**config.mk**
```make
export PLATFORM = sky130hd
export DESIGN_NAME = dct2d_rowcol_seq
export DESIGN_NICKNAME = d
export VERILOG_FILES = /design/src/rtl/dct2d_rowcol_seq.sv
export SDC_FILE = /design/constraint.sdc
export NUM_CORES = 2
export LEC_CHECK = 0
export CORE_MARGIN = 5
export CORE_UTILIZATION = 35
export DETAILED_ROUTE_END_ITERATION = 16
export DONT_BUFFER_PORTS = 1
export PLACE_DENSITY = 0.52
export SKIP_LAST_GASP = 1
export SLEW_MARGIN = 10
export SYNTH_ARGS = -nofsm -noshare
export SYNTH_HDL_FRONTEND = slang
export SYNTH_SLANG_ARGS = --single-unit
```
**constraint.sdc**
```tcl
create_clock -name clk -period 45.6 [get_ports clk]
set_input_delay 9.12 -clock clk [delete_from_list [all_inputs] [get_ports clk]]
set_output_delay 9.12 -clock clk [all_outputs]
set_load 0.05 [all_outputs]
```
**src/rtl/dct2d_rowcol_seq.sv**
```systemverilog
// Row/column sequencer that builds an 8x8 2-D DCT from one shared 8-point 1-D DCT core.
// Pass 1 pushes the 8 input rows through the core into a transpose buffer; pass 2 pushes
// the 8 buffer columns through the core and streams the results downstream.
module dct2d_rowcol_seq #(
  parameter int unsigned IN_W      = 32,
  parameter int unsigned ROW_SHIFT = 0
) (
  input  logic              clk,
  input  logic              rst_n,
  input  logic              in_valid,
  output logic              in_ready,
  input  logic [8*IN_W-1:0] in_row,
  output logic              core_in_valid,
  input  logic              core_in_ready,
  output logic [8*IN_W-1:0] core_in,
  input  logic              core_out_valid,
  output logic              core_out_ready,
  input  logic [8*IN_W-1:0] core_out,
  output logic              out_valid,
  input  logic              out_ready,
  output logic [8*IN_W-1:0] out_row,
  output logic [2:0]        out_idx,
  output logic              out_last,
  output logic              busy,
  output logic              block_done
);

  typedef enum logic [1:0] {
    StRowIssue,
    StRowWait,
    StColIssue,
    StColWait
  } state_e;

  state_e            state_q;
  logic [2:0]        row_cnt_q;
  logic [2:0]        col_cnt_q;
  logic              block_done_q;
  logic [IN_W-1:0]   tbuf_q [8][8];
  logic [8*IN_W-1:0] col_vec;
  logic [IN_W-1:0]   row_shifted [8];

  // Gather column col_cnt_q of the transpose buffer and scale the incoming pass-1 result.
  always_comb begin
    col_vec = '0;
    for (int k = 0; k < 8; k++) begin
      col_vec[k*IN_W +: IN_W] = tbuf_q[k][col_cnt_q];
      row_shifted[k] = $signed(core_out[k*IN_W +: IN_W]) >>> ROW_SHIFT;
    end
  end

  // Handshake routing; everything except block_done is a function of the current state.
  always_comb begin
    in_ready       = 1'b0;
    core_in_valid  = 1'b0;
    core_in        = col_vec;
    core_out_ready = 1'b0;
    out_valid      = 1'b0;
    out_row        = core_out;
    out_idx        = col_cnt_q;
    out_last       = 1'b0;
    unique case (state_q)
      StRowIssue: begin
        core_in       = in_row;
        core_in_valid = in_valid;
        in_ready      = core_in_ready;
      end
      StRowWait: begin
        core_in        = in_row;
        core_out_ready = 1'b1;
      end
      StColIssue: begin
        core_in_valid = 1'b1;
      end
      StColWait: begin
        out_valid      = core_out_valid;
        core_out_ready = out_ready;
        out_last       = (col_cnt_q == 3'd7) && core_out_valid;
      end
      default: ;
    endcase
    busy       = !((state_q == StRowIssue) && (row_cnt_q == 3'd0));
    block_done = block_done_q;
  end

  // Controller: one core job outstanding at a time, every transition handshake driven.
  always_ff @(posedge clk) begin
    if (!rst_n) begin
      state_q      <= StRowIssue;
      row_cnt_q    <= 3'd0;
      col_cnt_q    <= 3'd0;
      block_done_q <= 1'b0;
    end else begin
      block_done_q <= 1'b0;
      unique case (state_q)
        StRowIssue: begin
          if (in_valid && core_in_ready) state_q <= StRowWait;
        end
        StRowWait: begin
          if (core_out_valid) begin
            if (row_cnt_q == 3'd7) begin
              row_cnt_q <= 3'd0;
              state_q   <= StColIssue;
            end else begin
              row_cnt_q <= row_cnt_q + 3'd1;
              state_q   <= StRowIssue;
            end
          end
        end
        StColIssue: begin
          if (core_in_ready) state_q <= StColWait;
        end
        StColWait: begin
          if (core_out_valid && out_ready) begin
            if (col_cnt_q == 3'd7) begin
              col_cnt_q    <= 3'd0;
              block_done_q <= 1'b1;
              state_q      <= StRowIssue;
            end else begin
              col_cnt_q <= col_cnt_q + 3'd1;
              state_q   <= StColIssue;
            end
          end
        end
        default: state_q <= StRowIssue;
      endcase
    end
  end

  // Transpose buffer: pass-1 results land in row row_cnt_q; contents are deliberately not reset.
  always_ff @(posedge clk) begin
    if ((state_q == StRowWait) && core_out_valid) begin
      for (int k = 0; k < 8; k++) begin
        tbuf_q[row_cnt_q][k] <= row_shifted[k];
      end
    end
  end

endmodule

```
==> results.ini <==
[cells_and_area]
area_delta_synth_final_pct=9.891
drive_gt1_share_pct=12.94
fin_util_pct=38.64
nNetsFinal=4915
fin_cells=7802

[die]
dieArea_um2=248800
num_rows=179
pin_count=1040
initial_core_util_pct=35.16
die_w_um=498.8
die_h_um=498.8
design.core.area_um2=237900

[global_routing]
antenna_found_initial=63
grt_usage_pct=21.18
grt_pass1_wl_um=367400
grt_overflow=0
grt_max_degree=147
grt_pass1_vias=41770

[clock_tree]
cts_sinks=2057
cts_buffers=213
cts-resized-gates=0
cts_tree=built
postCtsSetupRepairBufs=0
holdBufCountCts=0
clk_latency_ns=0.86
cts_root_buf=clkbuf_16
clockBufferDepth=3
path_clk_slew_ns=0.06
htree_levels=4

[critical_path]
critPathBufInv=0
cp.arrival_ns=10.30
worstSetupStartpointType=input port
timing_worst_setup_path_type=in2out
crit_slowest_cell=nor2b_1
critPathTopFamily=simple AND/OR/NAND/NOR gates
worstPathCellList=nor2b_1 > a41o_1
required_ns=36.48
critical_path.max_stage_delay_ns=0.60
end_kind=output pin
critPathMaxFanout=1

[sta]
period_share_pct=42.59
finalClockSkew_ns=0.04137
period_needed_ns=19.42
tightest_slew_ns=1.274
slew_violations=0
rsz0062_at_grt=false
setup_tns_ns=0
slew_headroom_pct=15.09
max_freq_ghz=0.05149
hold_viol=0
setup_violations=0

[pwr]
p_leak_nw=27.17
p_sw_mw=0.8020
clkPwrFrac_pct=43.5
ir_drop_v=0.00003345
switching_share_pct=20.86
power.density_nw_per_um2=41.84
internal_power_mw=3.043
power_mw=3.845
combPwrFrac_pct=2.1
seqPwrFrac_pct=54.4

[logic_synthesis]
synth.area.top_cells=edfxtp_1 (74%), mux2i_1 (8.1%), buf_4 (2.7%)
yosysUniqueCellTypes=42
yosys_warnings=0
syn_inst=4633
syn_area_um2=83620
syn_nets=5156
ys.flop_type=edfxtp_1
async_flop_share_pct=0
yosysTopAreaCellShare_pct=73.54
avgSynthCellArea_um2=18.05
yosysMostFrequentCell=edfxtp_1
yosys-top-cells-count=edfxtp_1 (2048), mux2i_1 (677), buf_4 (298), nor2b_1 (259), a22oi_1 (177)
ys_seq_area_share_pct=73.76
yosys.area.top_type=edfxtp_1
synth_edf_count=2048
ys_ff_latch=2057

[route]
drtIter0Drc=4555
drtPass1Iterations=5
detail-route-antenna-nets=0
avgViaCountPerCell=5.504
totalWireLength_um=272500
vias=42950
wl_per_cell_um=34.93
drc=0

[place]
port_buffers=0
place_inst=7344
gp_congestion=0.8631
place.detailed.hpwl_um=179500

[min_path]
hold_class=reg2reg

[outcome]
outcome=finished clean

[run]
maxCapViolCount=0

-- cells by family after synthesis --
group           share of synthesized area, %
simple gates                           3.024
buf+inv                                4.061
compound gates                         6.293
fa+ha+maj                            0.07481
flops                                  73.76
mux                                    12.79
-- metrics by stage --
stage	setup slack [ns]	cell area [um2]	hold WS [ns]
6_report	26.18	91900	0.5804
5_1_grt	26.05	91840	0.6106
4_1_cts	25.99	91720	0.5715
3_5_place_dp	25.99	85050	0.5632
3_3_place_gp	26.00	85050	0.5629
2_1_floorplan	10.58	83620	0.4979
-- final timing paths --
kind	start	to	slack, ns	depth (start not counted)
worst max-delay path	in_row[239]	core_in[239]	26.18	2
worst min register to register	row_cnt_q[1]	row_cnt_q[1]	0.58	2
worst min-delay path	row_cnt_q[1]	row_cnt_q[1]	0.58	2
worst max register to register	state_q[1]	tbuf_q[3][142]	40.22	6
-- sequential cells by signal (all words and copies together), names as in the netlist --
signal,count
row_cnt_q,3
block_done,1
state_q,2
out_idx,3
tbuf_q,2048
-- cell usage in the layout, fill, tap and decap left out, types with 4 or more instances in the layout --
cell type / count
a21oi_1: 6
a22oi_1: 177
a31o_1: 95
a41o_1: 82
buf_12: 6
buf_4: 81
bufinv_16: 13
clkbuf_1: 59
clkbuf_16: 214
clkinv_1: 46
clkinv_16: 5
clkinv_2: 34
clkinv_4: 4
dfxtp_1: 5
dfxtp_4: 4
diode_2: 69
edfxtp_1: 2048
ha_1: 5
inv_1: 4
inv_6: 5
mux2_1: 72
mux2_2: 118
mux2i_1: 677
mux4_2: 79
nand2_1: 90
nand3_1: 84
nor2_1: 4
nor2_4: 5
nor2b_1: 256
nor3_2: 4
o221ai_1: 79
o22a_1: 174
-- area by class of cell --
cell class / instances / area, um2
inverters: 4 / 15.01
repair buffers: 87 / 728.2
diodes: 69 / 172.7
multi-input cells: 2029 / 18650
clock inverters: 116 / 1094
well taps: 3167 / 3963
clock buffers: 273 / 5577
fillers: 21740 / 146000
flip-flops and latches: 2057 / 61690
-- metal layers --
layer	global-route usage (%)	wire length (um)
met1	28.25	113200
met2	32.80	124800
met3	6.375	24130
met4	7.740	10310
met5	0	102
-- power groups by stage --
stage | registers, mW | clock network [mW] | logic, mW
6_report | 2.09 | 1.67 | 0.0809
3_5_place_dp | 2.13 | 0 | 0.0810
3_3_place_gp | 2.13 | 0 | 0.0806
5_1_grt | 2.09 | 1.79 | 0.0828
2_1_floorplan | 2.14 | 0 | 0.128
4_1_cts | 2.09 | 1.71 | 0.0813
Power figures use the tool's default switching activity.
